<file path="src/rtl/regfile_pkg.sv">
// Constants and helpers shared by the register-file write bank and its read muxes.
package regfile_pkg;

  localparam int NUM_REGS   = 32;
  localparam int ADDR_W     = 5;
  localparam int DATA_W     = 32;
  // Widest register the byte-merge helper supports; narrower buses are zero-extended.
  localparam int MAX_DATA_W = 128;

  function automatic logic [MAX_DATA_W-1:0] byte_merge(
    input logic [MAX_DATA_W-1:0]   old_val,
    input logic [MAX_DATA_W-1:0]   new_val,
    input logic [MAX_DATA_W/8-1:0] mask
  );
    logic [MAX_DATA_W-1:0] merged;
    merged = old_val;
    for (int b = 0; b < MAX_DATA_W / 8; b++) begin
      if (mask[b]) merged[8*b +: 8] = new_val[8*b +: 8];
    end
    return merged;
  endfunction

endpackage

</file>
<file path="src/rtl/decoder5to32.sv">
// Write-address decoder: one-hot load vector for the register bank, all-zero when idle.
module decoder5to32
  import regfile_pkg::*;
(
  input  logic                en,
  input  logic [ADDR_W-1:0]   addr,
  output logic [NUM_REGS-1:0] onehot
);

  always_comb begin
    // NOTE: default every combinational output first so no path leaves it unassigned (no latch).
    onehot = '0;
    if (en) onehot[addr] = 1'b1;
  end

endmodule

</file>
<file path="src/rtl/regfile_write_bank.sv">
// Storage and write port of the general register file: 32 byte-masked registers,
// one-hot write decode, and the per-write status pulses.
module regfile_write_bank
  import regfile_pkg::*;
#(
  parameter int                      DATA_W    = regfile_pkg::DATA_W,
  parameter bit                      ZERO_REG  = 1'b1,
  parameter logic [DATA_W-1:0]       RESET_VAL = '0
) (
  input  logic                clk,
  input  logic                reset,
  input  logic                wr_en,
  input  logic [ADDR_W-1:0]   wr_addr,
  input  logic [DATA_W-1:0]   wr_data,
  input  logic [DATA_W/8-1:0] byte_en,
  output logic [DATA_W-1:0]   R00, R01, R02, R03, R04, R05, R06, R07,
  output logic [DATA_W-1:0]   R08, R09, R10, R11, R12, R13, R14, R15,
  output logic [DATA_W-1:0]   R16, R17, R18, R19, R20, R21, R22, R23,
  output logic [DATA_W-1:0]   R24, R25, R26, R27, R28, R29, R30, R31,
  output logic                wr_done,
  output logic                wr_ignored,
  output logic [ADDR_W-1:0]   last_addr
);

  logic [DATA_W-1:0]   regs [NUM_REGS];
  logic [NUM_REGS-1:0] load;

  decoder5to32 u_dec (
    .en     (wr_en),
    .addr   (wr_addr),
    .onehot (load)
  );

  always_ff @(posedge clk) begin
    if (reset) begin
      // NOTE: every register is reset because software may read any of them before writing it.
      for (int i = 0; i < NUM_REGS; i++) begin
        regs[i] <= (ZERO_REG && i == 0) ? '0 : RESET_VAL;
      end
      wr_done    <= 1'b0;
      wr_ignored <= 1'b0;
      last_addr  <= '0;
    end else begin
      // NOTE: state flops use non-blocking assignment so all registers update from pre-edge values.
      for (int i = 0; i < NUM_REGS; i++) begin
        if (ZERO_REG && i == 0) begin
          regs[i] <= '0;
        end else if (load[i]) begin
          regs[i] <= DATA_W'(byte_merge(MAX_DATA_W'(regs[i]), MAX_DATA_W'(wr_data),
                                        (MAX_DATA_W/8)'(byte_en)));
        end
      end
      wr_done    <= wr_en;
      wr_ignored <= ZERO_REG && load[0];
      if (wr_en) last_addr <= wr_addr;
    end
  end

  assign R00 = regs[0];  assign R01 = regs[1];  assign R02 = regs[2];  assign R03 = regs[3];
  assign R04 = regs[4];  assign R05 = regs[5];  assign R06 = regs[6];  assign R07 = regs[7];
  assign R08 = regs[8];  assign R09 = regs[9];  assign R10 = regs[10]; assign R11 = regs[11];
  assign R12 = regs[12]; assign R13 = regs[13]; assign R14 = regs[14]; assign R15 = regs[15];
  assign R16 = regs[16]; assign R17 = regs[17]; assign R18 = regs[18]; assign R19 = regs[19];
  assign R20 = regs[20]; assign R21 = regs[21]; assign R22 = regs[22]; assign R23 = regs[23];
  assign R24 = regs[24]; assign R25 = regs[25]; assign R26 = regs[26]; assign R27 = regs[27];
  assign R28 = regs[28]; assign R29 = regs[29]; assign R30 = regs[30]; assign R31 = regs[31];

endmodule

</file>
<file path="config.mk">
export PLATFORM = sky130hd
export DESIGN_NAME = regfile_write_bank
export DESIGN_NICKNAME = d
export VERILOG_FILES = /design/src/rtl/regfile_pkg.sv /design/src/rtl/decoder5to32.sv /design/src/rtl/regfile_write_bank.sv
export SDC_FILE = /design/constraint.sdc
export NUM_CORES = 1
export LEC_CHECK = 0
export ABC_AREA = 1
export CAP_MARGIN = 5
export CORE_AREA = 2 2 420 422
export DETAILED_ROUTE_END_ITERATION = 16
export DIE_AREA = 0 0 422 424
export PLACE_DENSITY = 0.42
export SLEW_MARGIN = 40
export SYNTH_ARGS = -nofsm -noshare
export SYNTH_HDL_FRONTEND = slang
export SYNTH_HIERARCHICAL = 1
export SYNTH_SLANG_ARGS = --single-unit
</file>
<file path="constraint.sdc">
create_clock -name clk -period 2.05 [get_ports clk]
set_clock_uncertainty 0.05 [all_clocks]
set_input_delay 0.615 -clock clk [delete_from_list [all_inputs] [get_ports clk]]
set_output_delay 0.615 -clock clk [all_outputs]
set_load 0.005 [all_outputs]
</file>
==> results.py <==
metrics = {
    "sta": {
        "finalCritPeriodShare_pct": 101,
        "slew_headroom_pct": 44.9,
        "rsz0062_at_grt": "yes",
        "slew_viol_final": 0,
        "max_freq_ghz": 0.482,
        "finalSetupViolations": 5,
        "fin_crit_ps": 2080,
        "worst_slack_ps": -25.1,
        "tightest_slew_ps": 824,
        "tns_ps": -84.4,
        "hold_viol": 0,
    },
    "logic_synthesis": {
        "synth.area.top_cells": "edfxtp_1 87%, nor2_1 7.6%, buf_4 1.3%",
        "ys_seq_area_share_pct": 87.7,
        "netlist-cell-type-count": 17,
        "netlist_area_um2": 34100,
        "synth_cells": 2007,
        "ys_ff_latch": 999,
        "synth.avg_cell_area_um2": 17.0,
        "ys_warn_count": 6,
        "synth_top_area_share_pct": 87.2,
        "synth_top_area_cell": "edfxtp_1",
    },
    "floorplanning": {
        "die_area_um2": 179000,
        "fp-row-count": 154,
        "dieWidth_um": 422,
        "io_pins": 1075,
        "start_util_pct": 19.5,
        "coreArea_um2": 175000,
        "die_height_um": 424,
    },
    "layout": {
        "synthToLayoutAreaGrowth_pct": 45.3,
        "layout.nets": 3449,
        "drive_gt1_share_pct": 44.7,
        "utilization_pct": 28.3,
    },
    "setup_path": {
        "critPathTopFamily": "flip-flops",
        "end_kind": "output pin",
        "start_kind": "flop",
        "slowest_delay_ps": 500,
        "critPathMaxFanout": 1,
        "worst_path_max_delay_cell": "edfxtp_1",
        "worstPathCellList": "buf_6",
        "critPathArrivalTime_ps": 1410,
        "crit_required_ps": 1380,
        "path_buf_inv": 1,
        "critPathKind": "flop to output pin",
    },
    "clocking": {
        "hold_buffers": 0,
        "cts_tree": "done",
        "cts_setup_buffers": 0,
        "cts_sinks": 999,
        "cts_root_buf": "clkbuf_16",
        "cts_buffers": 112,
        "clk_path_buf_depth": 3,
        "cts.clk_slew.worst_paths_ps": 60,
        "cts_max_level": 3,
        "clock_latency_ps": 750,
    },
    "global_route": {
        "grt_usage_pct": 17.1,
        "grt_start_max_net_pins": 48,
        "grt_pass1_wl_mm": 209,
        "grt_pass1_vias": 22600,
        "antenna_found_initial": 15,
        "overflow": 0,
    },
    "status": {
        "status": "finished, violations left",
        "violations": "negative setup slack",
    },
    "routing": {
        "firstDrtPassIters": 5,
        "drc": 0,
        "post_drt_wl_per_cell_um": 27.1,
        "drt-initial-drc-count": 1441,
        "wirelength_mm": 158,
        "via_per_inst": 3.81,
        "ant_nets": 0,
        "num_vias": 22200,
    },
    "pwr": {
        "power_mw": 48.6,
        "leakage_nw": 19.3,
        "peakVddDrop_uv": 593,
        "power_density_nw_per_um2": 979,
    },
    "hold_path": {
        "hold_path_class": "input pin to flop",
    },
    "placed_design": {
        "portBuffers": 1042,
        "place_congestion": 0.815,
        "hpwlAfterDp_mm": 121,
    },
    "flow_run": {
        "drv_cap": 0,
    },
}
## logic make-up (layout without fill, tap and decap cells)
kind of cell | after synthesis | after routing | share of synthesized area (%)
AND/OR/NAND/NOR | 734 | 734 | 8.18
buffers and inverters | 205 | 1661 | 3.16
flip-flops | 999 | 999 | 87.7
other | 1 | 34 | 0.0110
AO/OA/AOI/OAI | 68 | 68 | 0.997
## worst register-to-register path, stage by stage, from the launching register on
cell and delay (ps):
dfxtp_1 330, nor2_1 100, nor2_1 50
## what timing repair did
item                                     CTS  global route
pin swaps                                  0             0
gates resized for setup                 4035            26
endpoints found under the setup margin  1023           452
## path summary, 6_finish.rpt
kind	start	endpoint	slack [ps]	depth (start not counted)
setup reg to reg	last_addr[4]	last_addr[4]	1430	2
hold / removal	wr_addr[3]	last_addr[3]	240	5
setup / recovery	regs[0][450]	R14[2]	-30	1
hold reg to reg	last_addr[1]	last_addr[1]	420	2
## power breakdown
group	internal [mW]	switching, mW	leakage, nW
Clock	11.0	8.59	1.71
Combinational	1.73	2.79	8.20
Sequential	24.0	0.470	9.35
Total	36.7	11.8	19.3
## synthesized netlist by cell type, drive strengths merged
| cell type | instances |
|---|---|
| clkbuf | 45 |
| nor2 | 695 |
| inv | 33 |
| nand2 | 29 |
| conb | 1 |
| buf | 94 |
| clkinv | 33 |
| nand3 | 10 |
| dfxtp | 7 |
| o21ai | 68 |
| edfxtp | 992 |
## layout make-up
cell class / count / area [µm²]
Multi-Input combinational cell: 834 / 3360
Tap cell: 2340 / 2930
Clock inverter: 75 / 626
Sequential cell: 999 / 29900
Clock buffer: 128 / 2880
Inverter: 66 / 253
Antenna cell: 2 / 5.00
Fill cell: 18200 / 125000
Timing Repair Buffer: 1392 / 9620
## registers in the layout, summed over array words and instances, names as in the netlist
name,flops
regs,992
last_addr,5
wr_done,1
wr_ignored,1
## layer usage
layer / wire length (µm) / part of all wire, % / global-route usage (%) / up-vias
met2: 84400 / 53 / 31.7 / 859
met3: 10300 / 6.5 / 4.78 / 168
met1: 59300 / 38 / 19.0 / 11400
met5: 27 / 0.017 / 0 / -
met4: 3940 / 2.5 / 4.76 / 4
li1: - / - / - / 9821
## cell usage in the layout (no fill, tap or decap), types with 5 or more instances in the layout
master / netlist / final
nand3_1: 10 / 6
o21ai_1: 0 / 52
inv_2: 0 / 7
buf_12: 1 / 95
buf_4: 61 / 255
conb_1: 1 / 32
clkbuf_16: 0 / 113
o21ai_0: 68 / 14
clkinvlp_4: 0 / 5
clkdlybuf4s50_1: 0 / 38
buf_6: 3 / 59
inv_1: 33 / 26
bufinv_16: 0 / 7
edfxtp_1: 992 / 992
buf_2: 29 / 941
clkbuf_1: 44 / 15
clkinv_2: 0 / 16
nand2_2: 10 / 12
nor2_2: 0 / 25
inv_6: 0 / 10
nor2_1: 695 / 669
nand2_1: 19 / 17
dfxtp_1: 7 / 7
clkinv_1: 32 / 61
## metrics by stage
stage / cells / cell area (µm²) / hold WS (ps) / worst slack [ps]
3_3_place_gp: 5631 / 50600 / 414 / -1050
4_1_cts: 5834 / 49500 / 252 / -163
3_5_place_dp: 5631 / 50600 / 420 / -902
2_1_floorplan: 2038 / 34300 / 416 / -153
6_report: 5836 / 49600 / 238 / -25.1
5_1_grt: 5835 / 49600 / 219 / -115
(Power assumes the default switching activity.)
